==> config.mk <==
export PLATFORM = sky130hd
export DESIGN_NAME = hazard_ctrl_flat
export DESIGN_NICKNAME = d
export VERILOG_FILES = /design/src/rtl/hazard_ctrl_pkg.sv /design/src/rtl/hazard_ctrl_if.sv /design/src/rtl/hazard_ctrl_src_use_dec.sv /design/src/rtl/hazard_ctrl.sv /design/src/flat_wrapper.sv
export SDC_FILE = /design/constraint.sdc
export NUM_CORES = 1
export LEC_CHECK = 0
export BUFFER_PORTS_ARGS = -buffer_cell sky130_fd_sc_hd__clkbuf_2
export CORE_ASPECT_RATIO = 1.75
export CORE_MARGIN = 5
export CORE_UTILIZATION = 45
export DETAILED_ROUTE_END_ITERATION = 16
export PLACE_DENSITY = 0.72
export SYNTH_ARGS = -nofsm -noshare
export SYNTH_HDL_FRONTEND = slang
export SYNTH_HIERARCHICAL = 1
export SYNTH_SLANG_ARGS = --single-unit
==> constraint.sdc <==
create_clock -name clk -period 4 [get_ports clk]
set_input_delay 0.2 -clock clk [delete_from_list [all_inputs] [get_ports clk]]
set_output_delay 0.2 -clock clk [all_outputs]
set_load 0.02 [all_outputs]
==> src/rtl/hazard_ctrl_pkg.sv <==
// hazard_ctrl_pkg: opcodes, FSM encoding and decoder result type shared by the
// pipeline controller and the decode-side blocks.
package hazard_ctrl_pkg;
    localparam logic [6:0] OP_R      = 7'b0110011;
    localparam logic [6:0] OP_IMM    = 7'b0010011;
    localparam logic [6:0] OP_LOAD   = 7'b0000011;
    localparam logic [6:0] OP_STORE  = 7'b0100011;
    localparam logic [6:0] OP_BRANCH = 7'b1100011;
    localparam logic [6:0] OP_JAL    = 7'b1101111;
    localparam logic [6:0] OP_JALR   = 7'b1100111;
    localparam logic [6:0] OP_LUI    = 7'b0110111;
    localparam logic [6:0] OP_AUIPC  = 7'b0010111;
    typedef enum logic [1:0] {RUN, MEM_WAIT, HALT} state_t;
    typedef struct packed {
        logic       use1;
        logic       use2;
        logic [4:0] rs1;
        logic [4:0] rs2;
    } src_use_t;
endpackage

==> src/rtl/hazard_ctrl_if.sv <==
// hazard_ctrl_if: pipeline-to-controller signal bundle; master is the datapath,
// slave is the sequencing controller.
interface hazard_ctrl_if #(parameter int CNT_W = 32);
    logic [31:0]      id_instr;
    logic [4:0]       ex_rd;
    logic             ex_mem_read;
    logic             ex_redirect;
    logic             mem_req;
    logic             mem_ready;
    logic             pc_write;
    logic             pc_sel;
    logic             if_id_write;
    logic             if_id_flush;
    logic             id_ex_write;
    logic             id_ex_flush;
    logic             ex_mem_write;
    logic             mem_wb_bubble;
    logic             halted;
    logic             mem_err;
    logic [CNT_W-1:0] stall_cnt;
    logic [CNT_W-1:0] flush_cnt;
    modport master (
        output id_instr, ex_rd, ex_mem_read, ex_redirect, mem_req, mem_ready,
        input  pc_write, pc_sel, if_id_write, if_id_flush, id_ex_write, id_ex_flush,
               ex_mem_write, mem_wb_bubble, halted, mem_err, stall_cnt, flush_cnt
    );
    modport slave (
        input  id_instr, ex_rd, ex_mem_read, ex_redirect, mem_req, mem_ready,
        output pc_write, pc_sel, if_id_write, if_id_flush, id_ex_write, id_ex_flush,
               ex_mem_write, mem_wb_bubble, halted, mem_err, stall_cnt, flush_cnt
    );
endinterface

==> src/rtl/hazard_ctrl_src_use_dec.sv <==
// hazard_ctrl_src_use_dec: which register sources the ID-stage instruction reads.
module hazard_ctrl_src_use_dec
    import hazard_ctrl_pkg::*;
(
    input  logic [31:0] instr,
    output src_use_t    su
);
    logic [6:0] op;
    logic       unused_bits;
    assign op          = instr[6:0];
    assign unused_bits = ^{instr[31:25], instr[14:7]};
    always_comb begin
        su.rs1  = instr[19:15];
        su.rs2  = instr[24:20];
        su.use1 = op inside {OP_R, OP_STORE, OP_BRANCH, OP_IMM, OP_LOAD, OP_JALR};
        su.use2 = op inside {OP_R, OP_STORE, OP_BRANCH};
    end
endmodule

==> src/rtl/hazard_ctrl.sv <==
// hazard_ctrl: 5-stage pipeline sequencing (load-use bubbles, redirect flushes,
// dmem-wait freeze) with a memory-timeout halt FSM and saturating perf counters.
module hazard_ctrl
    import hazard_ctrl_pkg::*;
#(
    parameter int MEM_TIMEOUT = 64,
    parameter int CNT_W       = 32
) (
    input  logic         clk,
    input  logic         rst_n,
    hazard_ctrl_if.slave bus
);
    localparam int WW = $clog2(MEM_TIMEOUT);
    state_t           state, nxt;
    logic [WW-1:0]    wait_cnt;
    logic [CNT_W-1:0] stall_cnt, flush_cnt;
    logic             halted, mem_err;
    logic             mem_busy, load_use, frz, redir, lu;
    src_use_t         su;
    hazard_ctrl_src_use_dec u_dec (.instr(bus.id_instr), .su(su));
    assign mem_busy = bus.mem_req & ~bus.mem_ready;
    assign load_use = bus.ex_mem_read & (bus.ex_rd != 5'd0) &
                      ((su.use1 & (su.rs1 == bus.ex_rd)) | (su.use2 & (su.rs2 == bus.ex_rd)));
    always_ff @(posedge clk or negedge rst_n) begin
        if (!rst_n) begin
            state    <= RUN;
            wait_cnt <= '0;
            halted   <= 1'b0;
            mem_err  <= 1'b0;
        end else begin
            state    <= nxt;
            wait_cnt <= (state == MEM_WAIT && nxt == MEM_WAIT) ? wait_cnt + 1'b1 : '0;
            halted   <= nxt == HALT;
            mem_err  <= nxt == HALT;
        end
    end
    // the busy cycle seen in RUN is wait 0, so the halt needs MEM_TIMEOUT+1 busy cycles
    always_comb begin
        nxt = state == HALT ? HALT :
              !mem_busy     ? RUN  :
              (state == MEM_WAIT && wait_cnt == WW'(MEM_TIMEOUT - 1)) ? HALT : MEM_WAIT;
    end
    always_comb begin
        frz               = ~rst_n | (state == HALT) | mem_busy;
        redir             = ~frz & bus.ex_redirect;
        lu                = ~frz & ~bus.ex_redirect & load_use;
        bus.pc_write      = ~frz & ~lu;
        bus.pc_sel        = redir;
        bus.if_id_write   = ~frz & ~lu;
        bus.if_id_flush   = redir;
        bus.id_ex_write   = ~frz;
        bus.id_ex_flush   = redir | lu;
        bus.ex_mem_write  = ~frz;
        bus.mem_wb_bubble = frz;
    end
    always_ff @(posedge clk or negedge rst_n) begin
        if (!rst_n) begin
            stall_cnt <= '0;
            flush_cnt <= '0;
        end else begin
            if (!bus.pc_write && !(&stall_cnt)) stall_cnt <= stall_cnt + 1'b1;
            if (redir && !(&flush_cnt)) flush_cnt <= flush_cnt + 1'b1;
        end
    end
    assign bus.halted    = halted;
    assign bus.mem_err   = mem_err;
    assign bus.stall_cnt = stall_cnt;
    assign bus.flush_cnt = flush_cnt;
endmodule
==> src/flat_wrapper.sv <==
// flat-port wrapper written by rule: the top's interface ports become plain ports
module hazard_ctrl_flat import hazard_ctrl_pkg::*;
#(
    parameter int MEM_TIMEOUT = 64,
    parameter int CNT_W       = 32
)
  (clk, rst_n, bus_id_instr, bus_ex_rd, bus_ex_mem_read, bus_ex_redirect, bus_mem_req, bus_mem_ready, bus_pc_write, bus_pc_sel, bus_if_id_write, bus_if_id_flush, bus_id_ex_write, bus_id_ex_flush, bus_ex_mem_write, bus_mem_wb_bubble, bus_halted, bus_mem_err, bus_stall_cnt, bus_flush_cnt);
  hazard_ctrl_if #(.CNT_W(CNT_W)) bus_i ();
  input  logic clk;
  input  logic rst_n;
  input wire logic [$bits(bus_i.id_instr)-1:0] bus_id_instr;
  input wire logic [$bits(bus_i.ex_rd)-1:0] bus_ex_rd;
  input wire logic [$bits(bus_i.ex_mem_read)-1:0] bus_ex_mem_read;
  input wire logic [$bits(bus_i.ex_redirect)-1:0] bus_ex_redirect;
  input wire logic [$bits(bus_i.mem_req)-1:0] bus_mem_req;
  input wire logic [$bits(bus_i.mem_ready)-1:0] bus_mem_ready;
  output wire logic [$bits(bus_i.pc_write)-1:0] bus_pc_write;
  output wire logic [$bits(bus_i.pc_sel)-1:0] bus_pc_sel;
  output wire logic [$bits(bus_i.if_id_write)-1:0] bus_if_id_write;
  output wire logic [$bits(bus_i.if_id_flush)-1:0] bus_if_id_flush;
  output wire logic [$bits(bus_i.id_ex_write)-1:0] bus_id_ex_write;
  output wire logic [$bits(bus_i.id_ex_flush)-1:0] bus_id_ex_flush;
  output wire logic [$bits(bus_i.ex_mem_write)-1:0] bus_ex_mem_write;
  output wire logic [$bits(bus_i.mem_wb_bubble)-1:0] bus_mem_wb_bubble;
  output wire logic [$bits(bus_i.halted)-1:0] bus_halted;
  output wire logic [$bits(bus_i.mem_err)-1:0] bus_mem_err;
  output wire logic [$bits(bus_i.stall_cnt)-1:0] bus_stall_cnt;
  output wire logic [$bits(bus_i.flush_cnt)-1:0] bus_flush_cnt;
  assign bus_i.id_instr = bus_id_instr;
  assign bus_i.ex_rd = bus_ex_rd;
  assign bus_i.ex_mem_read = bus_ex_mem_read;
  assign bus_i.ex_redirect = bus_ex_redirect;
  assign bus_i.mem_req = bus_mem_req;
  assign bus_i.mem_ready = bus_mem_ready;
  assign bus_pc_write = bus_i.pc_write;
  assign bus_pc_sel = bus_i.pc_sel;
  assign bus_if_id_write = bus_i.if_id_write;
  assign bus_if_id_flush = bus_i.if_id_flush;
  assign bus_id_ex_write = bus_i.id_ex_write;
  assign bus_id_ex_flush = bus_i.id_ex_flush;
  assign bus_ex_mem_write = bus_i.ex_mem_write;
  assign bus_mem_wb_bubble = bus_i.mem_wb_bubble;
  assign bus_halted = bus_i.halted;
  assign bus_mem_err = bus_i.mem_err;
  assign bus_stall_cnt = bus_i.stall_cnt;
  assign bus_flush_cnt = bus_i.flush_cnt;
  hazard_ctrl #(.MEM_TIMEOUT(MEM_TIMEOUT), .CNT_W(CNT_W)) u_core (.clk(clk), .rst_n(rst_n), .bus(bus_i));
endmodule
==> metrics.md <==
| Metric | Value |
|---|---|
| Outcome | `finished clean` |
| Drt wl/cell | `15.4 um` |
| Net count, final | `500` |
| CP top delay family | `simple AND/OR/NAND/NOR gates` |
| Clock Tree Root | `clkbuf_16` |
| Placer Congestion | `0.823` |
| Setup Viol. Count Final | `0` |
| Die area | `10500 um^2` |
| Pre-antenna DRT Iters | `4` |
| Worst hold path type | `input pin to async pin` |
| Area grow syn2layout | `20.9%` |
| MaxCap Viol Count | `0` |
| Post-synth top area cell | `dfrtp_1` |
| Fin Hold WS | `0.136 ns` |
| Antenna violations before repair | `0` |
| # rows | `44` |
| I/O pin count | `117` |
| Slew HR | `37.9%` |
| Leak pwr | `2.13 nW` |
| Slew @ Worst Pin | `0.932 ns` |
| Final hold violations | `0` |
| Maximum clock frequency | `0.430 GHz` |
| Critical-path top delay cell | `and4_1` |
| Setup TNS | `0 ns` |
| Num CTS Buffers | `9` |
| Critical Path Sink Type | `flop` |
| Die W | `79.5 um` |
| Power Dens Cells | `344 nW/um^2` |
| Post-CTS resize count | `0` |
| Syn Nets | `406` |
| Max Fanout on Critical Path | `15` |
| Fin crit period | `2.32 ns` |
| Max Clock Skew | `0.00411 ns` |
| Vias in the first global route | `3032` |
| Synthesis warning total | `6` |
| Clock Path Buffers | `2` |
| Post-cts hold buffer count | `0` |
| EDFF count, synth | `0` |
| FF+latch count, synth | `73` |
| Core area | `8260 um^2` |
| GRT Total Usage | `17.0%` |
| Syn avg cell area | `10.6 um^2` |
| Largest net degree at the start of global routing | `74` |
| Clk_lat worst skew | `0.33 ns` |
| Antenna-violating nets left | `0` |
| RSZ-0062 raised after global routing | `false` |
| Global-route wire length before repair | `14.2 mm` |
| Die H | `132 um` |
| Final HPWL from detailed placement | `6.31 mm` |
| Post-synthesis cell count | `360` |
| ANT cells | `0` |
| Area contributors post-synth | `dfrtp_1 48%, xnor2_1 15%, nand3_1 4.6%` |
| Worst vdd ir | `0.000275 V` |
| CP Cell Sequence | `nand3_1 -> nor2_1 -> and4_1 -> nand2_2 -> nand2_1 -> mux2_2` |
| Worst Path Class, Setup | `flop to flop` |
| Crit path launch type | `flop` |
| Top FF cell, synth | `dfrtp_1` |
| Share of layout cells above drive strength 1 | `30.5%` |
| Post-synthesis sequential area ratio | `48.0%` |
| Post-CTS setup buffer count | `0` |
| Unique masters post-synth | `46` |
| TritonCTS clock tree | `built` |
| Final WL | `8.48 mm` |
| Initial drt markers | `123` |
| Synth Cell Area | `3800 um^2` |
| WP data arrival | `2.54 ns` |
| H-tree depth | `3` |
| CTS sink count | `73` |
| Post-synth top area share | `48.0%` |
| Final Cycle Share | `58.1%` |
| Buffers and inverters on the worst path | `0` |
| Max-slew violations | `0` |
| Clock transition at path regs | `0.06 ns` |
| # DRC | `0` |
| DR vias/cell | `5.37` |
| Crit path required time | `4.21 ns` |
| Grt total ovfl | `0` |
| Port bufs | `101` |
| Asr flop ratio synth | `100%` |
| Total number of vias | `2958` |
| Initial core utilization | `46.0%` |
| Max incr delay on CP | `0.50 ns` |
-- through the flow --
step	setup slack (ns)	power, mW	instance area (um^2)	cells	utilization (%)
6_report	1.68	1.58	4600	551	55.7
5_1_grt	1.51	1.64	4600	551	55.7
3_3_place_gp	1.74	0.800	4300	535	52.1
3_5_place_dp	1.69	0.801	4300	535	52.1
4_1_cts	1.67	1.60	4600	551	55.7
2_1_floorplan	1.99	0.774	3800	360	-
-- cell usage after synthesis, drive strengths merged (3+ instances only) --
| library cell | n |
|---|---|
| xnor2 | 65 |
| nand3 | 35 |
| inv | 12 |
| nand2b | 3 |
| and2 | 4 |
| nor3 | 6 |
| nand2 | 31 |
| and4 | 9 |
| xor2 | 11 |
| nor2 | 18 |
| ha | 3 |
| nor4 | 6 |
| buf | 18 |
| a21oi | 6 |
| and3 | 11 |
| nand4 | 23 |
| nand3b | 3 |
| dfrtp | 73 |
-- state kept, by name, indices dropped and copies added, names as in the netlist --
name and cells:
u_core/bus.stall_cnt 32, u_core/bus.mem_err 1, u_core/state 2, u_core/wait_cnt 6, u_core/bus.flush_cnt 32
-- routing by layer --
layer  vias to the layer above  wire length [um]  part of all wire (%)  global-route usage [%]
met3                        10               607                   7.2                    4.52
met5                         -                 0                     0                       0
met1                      1421              3310                    39                    20.1
li1                       1429                 -                     -                       -
met4                         0               134                   1.6                    7.17
met2                        98              4430                    52                    28.6
-- power breakdown --
group / total, mW / internal (mW) / switching, mW
combinational: 0.0478 / 0.0198 / 0.0280
clock: 0.793 / 0.495 / 0.299
sequential: 0.739 / 0.739 / 0
-- cell usage in the layout, fill, tap and decap left out, drive strengths merged, types with 4 or more instances in the layout --
cell type / n
inv: 12
clkbuf: 110
nand2: 31
a21oi: 6
nand4: 23
nor2: 18
dfrtp: 73
and2: 4
nor4: 6
nor3: 6
and3: 11
and4: 9
xor2: 11
nand3: 35
xnor2: 65
clkinv: 4
-- kinds of logic after synthesis --
logic type | share of synthesized area (%)
AO/OA/AOI/OAI | 2.90
XOR/XNOR | 17.5
multiplexers | 0.592
AND/OR/NAND/NOR | 25.3
buffers and inverters | 4.71
flip-flops | 48.0
adder cells (fa/ha/maj) | 0.987
-- final cells by class --
cell class              instances  area, um^2
clock buffers                  10         239
clock inverters                 6        57.6
fillers                       746        3660
inverters                      12        47.5
multi-input cells             256        1800
flip-flops and latches         73        1830
well taps                      92         115
repair buffers                102         513
-- worst paths after layout --
path,slack (ns),endpoint,cells after the start,start
max,1.68,u_core/bus.stall_cnt[1],6,u_core/bus.stall_cnt[17]
min,0.14,u_core/bus.stall_cnt[25],2,rst_n
max reg2reg,1.68,u_core/bus.stall_cnt[1],6,u_core/bus.stall_cnt[17]
min reg2reg,0.46,u_core/wait_cnt[0],1,u_core/wait_cnt[0]
max in group asynchronous,3.25,u_core/bus.flush_cnt[23],2,rst_n
min in group clk,0.15,u_core/state[0],4,bus_mem_ready
Note: power is estimated with default switching activity, not from simulation.
